`config.mk`:
```
export PLATFORM = sky130hd
export DESIGN_NAME = fir_seq_mac_flat
export DESIGN_NICKNAME = d
export VERILOG_FILES = /design/src/rtl/fir_seq_mac_if.sv /design/src/rtl/fir_seq_mac.sv /design/src/flat_wrapper.sv
export SDC_FILE = /design/constraint.sdc
export NUM_CORES = 2
export LEC_CHECK = 0
export ABC_CLOCK_PERIOD_IN_PS = 11600
export CORE_AREA = 2 2 193 243
export DETAILED_ROUTE_END_ITERATION = 10
export DIE_AREA = 0 0 195 245
export GPL_ROUTABILITY_DRIVEN = 0
export PLACE_DENSITY = 0.9
export SETUP_SLACK_MARGIN = 0.02
export SLEW_MARGIN = 20
export SYNTH_ARGS = -nofsm -noshare
export SYNTH_HDL_FRONTEND = slang
export SYNTH_SLANG_ARGS = --single-unit
```
`constraint.sdc`:
```
create_clock -name clk_i -period 11.6 [get_ports clk_i]
set_clock_uncertainty 0.2 [all_clocks]
set_input_delay 2.32 -clock clk_i [delete_from_list [all_inputs] [get_ports clk_i]]
set_output_delay 2.32 -clock clk_i [all_outputs]
set_load 0.01 [all_outputs]
```
`src/rtl/fir_seq_mac_if.sv`:
```
// Sample/coefficient bus between the sample source and the sequential FIR.
// Master drives strobes and coefficient writes; slave returns the filtered sample.
interface fir_seq_mac_if #(
    parameter int unsigned DATA_W = 16,
    parameter int unsigned COEF_W = 16,
    parameter int unsigned TAPS   = 8
);
    localparam int unsigned AW = $clog2(TAPS);

    logic                     start_i;
    logic signed [DATA_W-1:0] data_i;
    logic [1:0]               mode_i;
    logic                     coef_we_i;
    logic [AW-1:0]            coef_addr_i;
    logic signed [COEF_W-1:0] coef_i;
    logic signed [DATA_W-1:0] data_o;
    logic                     valid_o;
    logic                     busy_o;
    logic                     sat_o;
    logic                     overrun_o;

    modport master (
        output start_i, data_i, mode_i, coef_we_i, coef_addr_i, coef_i,
        input  data_o, valid_o, busy_o, sat_o, overrun_o
    );

    modport slave (
        input  start_i, data_i, mode_i, coef_we_i, coef_addr_i, coef_i,
        output data_o, valid_o, busy_o, sat_o, overrun_o
    );
endinterface

```
`src/rtl/fir_seq_mac.sv`:
```
// N-tap signed FIR with one time-shared multiplier; a MAC sequencer walks all taps per sample.
// Zero / bypass / filter output modes, round-half-up and saturation on the filtered result.
module fir_seq_mac #(
    parameter int unsigned DATA_W = 16,
    parameter int unsigned COEF_W = 16,
    parameter int unsigned TAPS   = 8,
    parameter int unsigned FRAC   = 15,
    parameter int unsigned ACC_W  = 40
) (
    input  logic          clk_i,
    input  logic          reset_ni,
    fir_seq_mac_if.slave  bus
);
    localparam int unsigned AW     = $clog2(TAPS);
    localparam int unsigned PROD_W = DATA_W + COEF_W;
    localparam logic [AW-1:0] LAST_K = AW'(TAPS - 1);
    localparam logic signed [ACC_W-1:0] RND_V = ACC_W'(1) << (FRAC - 1);
    localparam logic signed [ACC_W-1:0] MAX_V = ACC_W'((64'sd1 <<< (DATA_W - 1)) - 64'sd1);
    localparam logic signed [ACC_W-1:0] MIN_V = ~MAX_V;

    typedef enum logic [1:0] {
        S_IDLE,
        S_LOAD,
        S_MAC,
        S_OUT
    } state_t;

    state_t                   state_q;
    logic signed [DATA_W-1:0] hist_q [TAPS];
    logic signed [COEF_W-1:0] coef_q [TAPS];
    logic [AW-1:0]            wp_q;
    logic [AW-1:0]            k_q;
    logic signed [ACC_W-1:0]  acc_q;
    logic [1:0]               mode_q;
    logic signed [DATA_W-1:0] x_q;
    logic signed [DATA_W-1:0] res_q;
    logic                     res_sat_q;
    logic                     res_vld_q;
    logic signed [DATA_W-1:0] data_o_q;
    logic                     valid_o_q;
    logic                     busy_o_q;
    logic                     sat_o_q;
    logic                     overrun_o_q;

    logic [AW-1:0]            rd_idx_d;
    logic signed [PROD_W-1:0] prod_d;
    logic signed [ACC_W-1:0]  acc_d;
    logic signed [ACC_W-1:0]  rnd_d;
    logic signed [DATA_W-1:0] res_d;
    logic                     res_sat_d;

    // x[n-k] lives at (wp - k) mod TAPS
    always_comb begin
        if (wp_q >= k_q) begin
            rd_idx_d = wp_q - k_q;
        end else begin
            rd_idx_d = AW'(32'(wp_q) + TAPS - 32'(k_q));
        end
    end

    always_comb begin
        prod_d = PROD_W'(hist_q[rd_idx_d]) * PROD_W'(coef_q[k_q]);
        acc_d  = acc_q + ACC_W'(prod_d);
        rnd_d  = (acc_q + RND_V) >>> FRAC;
    end

    // Result select with clamping in filter mode only
    always_comb begin
        res_d     = '0;
        res_sat_d = 1'b0;
        if (mode_q[1]) begin
            if (rnd_d > MAX_V) begin
                res_d     = MAX_V[DATA_W-1:0];
                res_sat_d = 1'b1;
            end else if (rnd_d < MIN_V) begin
                res_d     = MIN_V[DATA_W-1:0];
                res_sat_d = 1'b1;
            end else begin
                res_d     = rnd_d[DATA_W-1:0];
            end
        end else if (mode_q[0]) begin
            res_d = x_q;
        end
    end

    always_ff @(posedge clk_i) begin
        if (!reset_ni) begin
            state_q     <= S_IDLE;
            for (int i = 0; i < int'(TAPS); i++) begin
                hist_q[i] <= '0;
                coef_q[i] <= '0;
            end
            wp_q        <= '0;
            k_q         <= '0;
            acc_q       <= '0;
            mode_q      <= '0;
            x_q         <= '0;
            res_q       <= '0;
            res_sat_q   <= 1'b0;
            res_vld_q   <= 1'b0;
            data_o_q    <= '0;
            valid_o_q   <= 1'b0;
            busy_o_q    <= 1'b0;
            sat_o_q     <= 1'b0;
            overrun_o_q <= 1'b0;
        end else begin
            valid_o_q <= 1'b0;
            res_vld_q <= 1'b0;

            if (bus.start_i && busy_o_q) begin
                overrun_o_q <= 1'b1;
            end
            if (bus.coef_we_i && !busy_o_q && (32'(bus.coef_addr_i) < TAPS)) begin
                coef_q[bus.coef_addr_i] <= bus.coef_i;
            end

            // Output register stage behind the rounding/saturation logic
            if (res_vld_q) begin
                data_o_q  <= res_q;
                sat_o_q   <= res_sat_q;
                valid_o_q <= 1'b1;
            end

            case (state_q)
                S_IDLE: begin
                    if (bus.start_i) begin
                        hist_q[wp_q] <= bus.data_i;
                        x_q          <= bus.data_i;
                        mode_q       <= bus.mode_i;
                        busy_o_q     <= 1'b1;
                        state_q      <= S_LOAD;
                    end
                end
                S_LOAD: begin
                    acc_q   <= '0;
                    k_q     <= '0;
                    state_q <= mode_q[1] ? S_MAC : S_OUT;
                end
                S_MAC: begin
                    acc_q <= acc_d;
                    if (k_q == LAST_K) begin
                        state_q <= S_OUT;
                    end else begin
                        k_q <= k_q + AW'(1);
                    end
                end
                S_OUT: begin
                    res_q     <= res_d;
                    res_sat_q <= res_sat_d;
                    res_vld_q <= 1'b1;
                    wp_q      <= (wp_q == LAST_K) ? '0 : wp_q + AW'(1);
                    busy_o_q  <= 1'b0;
                    state_q   <= S_IDLE;
                end
                default: state_q <= S_IDLE;
            endcase
        end
    end

    assign bus.data_o    = data_o_q;
    assign bus.valid_o   = valid_o_q;
    assign bus.busy_o    = busy_o_q;
    assign bus.sat_o     = sat_o_q;
    assign bus.overrun_o = overrun_o_q;
endmodule

```
`src/flat_wrapper.sv`:
```
// flat-port wrapper written by rule: the top's interface ports become plain ports
module fir_seq_mac_flat 
#(
    parameter int unsigned DATA_W = 16,
    parameter int unsigned COEF_W = 16,
    parameter int unsigned TAPS   = 8,
    parameter int unsigned FRAC   = 15,
    parameter int unsigned ACC_W  = 40
)
  (clk_i, reset_ni, bus_start_i, bus_data_i, bus_mode_i, bus_coef_we_i, bus_coef_addr_i, bus_coef_i, bus_data_o, bus_valid_o, bus_busy_o, bus_sat_o, bus_overrun_o);
  fir_seq_mac_if #(.DATA_W(DATA_W), .COEF_W(COEF_W), .TAPS(TAPS)) bus_i ();
  input  logic clk_i;
  input  logic reset_ni;
  input wire logic [$bits(bus_i.start_i)-1:0] bus_start_i;
  input wire logic [$bits(bus_i.data_i)-1:0] bus_data_i;
  input wire logic [$bits(bus_i.mode_i)-1:0] bus_mode_i;
  input wire logic [$bits(bus_i.coef_we_i)-1:0] bus_coef_we_i;
  input wire logic [$bits(bus_i.coef_addr_i)-1:0] bus_coef_addr_i;
  input wire logic [$bits(bus_i.coef_i)-1:0] bus_coef_i;
  output wire logic [$bits(bus_i.data_o)-1:0] bus_data_o;
  output wire logic [$bits(bus_i.valid_o)-1:0] bus_valid_o;
  output wire logic [$bits(bus_i.busy_o)-1:0] bus_busy_o;
  output wire logic [$bits(bus_i.sat_o)-1:0] bus_sat_o;
  output wire logic [$bits(bus_i.overrun_o)-1:0] bus_overrun_o;
  assign bus_i.start_i = bus_start_i;
  assign bus_i.data_i = bus_data_i;
  assign bus_i.mode_i = bus_mode_i;
  assign bus_i.coef_we_i = bus_coef_we_i;
  assign bus_i.coef_addr_i = bus_coef_addr_i;
  assign bus_i.coef_i = bus_coef_i;
  assign bus_data_o = bus_i.data_o;
  assign bus_valid_o = bus_i.valid_o;
  assign bus_busy_o = bus_i.busy_o;
  assign bus_sat_o = bus_i.sat_o;
  assign bus_overrun_o = bus_i.overrun_o;
  fir_seq_mac #(.DATA_W(DATA_W), .COEF_W(COEF_W), .TAPS(TAPS), .FRAC(FRAC), .ACC_W(ACC_W)) u_core (.clk_i(clk_i), .reset_ni(reset_ni), .bus(bus_i));
endmodule
```
==> flow_summary.json <==
{
  "grtUsageTotal_pct": 34.0,
  "diodes": 0,
  "async_reset_ff_share_pct": 0,
  "row_count": 88,
  "grt_max_degree": 80,
  "final_cells": 3276,
  "layout_min_cycle_time_ps": 9180,
  "whs_endpoint": "u_core.x_q[5]",
  "grt_setup_unrepaired": "no",
  "yosys.area_share.adder_pct": 28.4,
  "hold_viol": 0,
  "r2r_cells": 28,
  "regArea_um2": 9830,
  "slowest_stage": "fa_1",
  "die_w_um": 195,
  "worstSetupPathType": "flip-flop to flip-flop",
  "min_path_type": "flip-flop to flip-flop",
  "first_global_vias": 22666,
  "synth_area_um2": 28800,
  "tightestPinTransition_ps": 1140,
  "hold_buffers": 0,
  "drive_above_1_share_pct": 8.44,
  "dieArea_um2": 47800,
  "synth_nets": 3123,
  "critPathLaunchType": "flip-flop",
  "yosysWarnings": 0,
  "worst-r2r-setup-slack_ps": 2420,
  "crit_fanout": 32,
  "cts_buffers": 34,
  "finalSetupViolations": 0,
  "relSlewSlack_pct": 24.0,
  "multiInputGateArea_um2": 16800,
  "synthFlopType": "edfxtp_1",
  "antenna_found_initial": 2,
  "fill_cells": 2973,
  "ys_types": 84,
  "critPathRequiredTime_ps": 11820,
  "cts_resized": 0,
  "portBuffers": 60,
  "ant_nets": 0,
  "max_stage_delay_ps": 750,
  "wl_per_cell_um": 23.8,
  "hold_depth": 2,
  "start_util_pct": 63.2,
  "fmax_mhz": 109,
  "cts_tree": "built",
  "place_inst": 3215,
  "io_pins": 61,
  "hold_start": "u_core.x_q[5]",
  "synth_edf_count": 256,
  "rr_endpoint": "u_core.acc_q[39]",
  "cp-startpoint": "u_core.wp_q[0]",
  "synth_compound_area_share_pct": 5.81,
  "first_pass_iters": 6,
  "vias_per_cell": 6.28,
  "clk_latency_ps": 550,
  "status": "complete, no violations",
  "synth-simple-area-share_pct": 14.9,
  "root_buffer": "clkbuf_16",
  "layout_commonest_cell": "inv_1",
  "cts.sinks": 363,
  "layout_setup_ws_ps": 2420,
  "overflow": 0,
  "reg2reg_from": "u_core.wp_q[0]",
  "crit_arrival_ps": 9390,
  "synth-seq-area-share_pct": 34.1,
  "maxCapViolCount": 0,
  "synthMuxAreaShare_pct": 7.66,
  "post_cts_buffers": 0,
  "worst_setup_path_end_kind": "flip-flop",
  "clk_path_buf_depth": 3,
  "synthXorXnorAreaFrac_pct": 1.54,
  "route.detailed.drc": 0,
  "vias": 20574,
  "core_area_um2": 45600,
  "area_delta_synth_final_pct": 8.11,
  "drt_iter0_markers": 1880,
  "slew_violations": 0,
  "syn_area_per_cell_um2": 11.0,
  "cts.htree.levels": 2,
  "fin_crit_sh_pct": 79.1,
  "nets": 3163,
  "grt_pass1_wl_mm": 123,
  "fin_tns_setup_ps": 0,
  "path_clk_slew_ps": 60,
  "ys_seq_elements": 363,
  "synth_top_family_by_area": "adder cells",
  "synthCells": 2626,
  "routed_wl_mm": 78.0,
  "dp_hpwl_mm": 56.5,
  "layout_common_cells": "451 x inv_1, 331 x fa_1, 286 x and2_1",
  "place_ws_ps": 2320,
  "die_h_um": 245
}
-- worst max-delay path, delay by kind of cell (launching register included) --
family,cells,cell delay [ps]
AO/OA/AOI/OAI,6,1740
XOR/XNOR,1,720
adder cells (fa/ha/maj),9,4010
buffers and inverters,7,750
flip-flops,1,340
multiplexers,2,870
AND/OR/NAND/NOR,3,380
-- layout make-up --
type                    instances  share of cell area, %
well taps                     585                   2.35
inverters                     454                   5.47
flip-flops and latches        363                   31.6
clock inverters                19                  0.687
repair buffers                102                   2.93
multi-input cells            1711                   54.0
clock buffers                  42                   2.96
-- logic make-up after synthesis --
group / count (synthesis)
XOR/XNOR: 49
adder cells (fa/ha/maj): 456
AO/OA/AOI/OAI: 241
buffers and inverters: 552
flip-flops: 363
AND/OR/NAND/NOR: 833
multiplexers: 132
-- worst max path at each step --
stage                             endpoint  slack [ps]  cells past startpoint
final                     u_core.acc_q[39]        2420                     28
after floorplan           u_core.acc_q[32]        3400                     29
after CTS                 u_core.acc_q[38]        2190                     26
after global routing      u_core.acc_q[39]        1850                     28
after global placement    u_core.acc_q[36]        2550                     27
after detailed placement  u_core.acc_q[38]        2320                     26
-- cells in the mapped netlist, drive strengths merged (9+ instances only) --
cell,count,area [µm²]
nor3,16,91.3
a211oi,10,75.1
and2,287,1800
nand2,234,881
nor2,153,579
nand3,30,173
clkbuf,72,282
fa,331,6630
xor2,12,105
dfxtp,107,2140
o21a,9,67.6
a21o,19,143
ha,125,1560
edfxtp,256,7690
buf,26,175
mux4,64,1440
nor2b,34,213
mux2i,44,488
o22ai,10,62.6
nor3b,9,67.6
a21boi,27,203
o211ai,21,208
mux2,24,278
a21oi,37,185
xnor2,36,315
inv,454,1700
o21ai,57,285
nand2b,23,144
-- state kept, by name, summed over array words and instances (netlist names), named ones only --
register,flops
u_core.bus.valid_o,1
u_core.res_sat_q,1
u_core.bus.overrun_o,1
u_core.wp_q,3
u_core.res_vld_q,1
u_core.bus.busy_o,1
u_core.hist_q,128
u_core.bus.data_o,16
u_core.bus.sat_o,1
u_core.coef_q,128
u_core.k_q,3
u_core.res_q,16
u_core.mode_q,2
u_core.state_q,2
u_core.acc_q,40
u_core.x_q,16
-- per-stage QoR --
step                      util [%]  hold slack [ps]  area (µm²)
after floorplan                  -              229       28800
after global placement        65.8              257       30000
after detailed placement      65.8              260       30000
after CTS                     68.3              269       31100
after global routing          68.3              293       31100
final                         68.3              268       31100
-- routing by layer --
| layer | share of wire, % | GRT usage [%] |
|---|---|---|
| met4 | 9.5 | 27.9 |
| met3 | 10 | 7.02 |
| met1 | 31 | 36.8 |
| met5 | 0.031 | 0 |
| met2 | 49 | 57.7 |
Power is left out: the tool's default activity adds up to more than one toggle a clock period on the data nets, which glitch-free logic cannot reach.
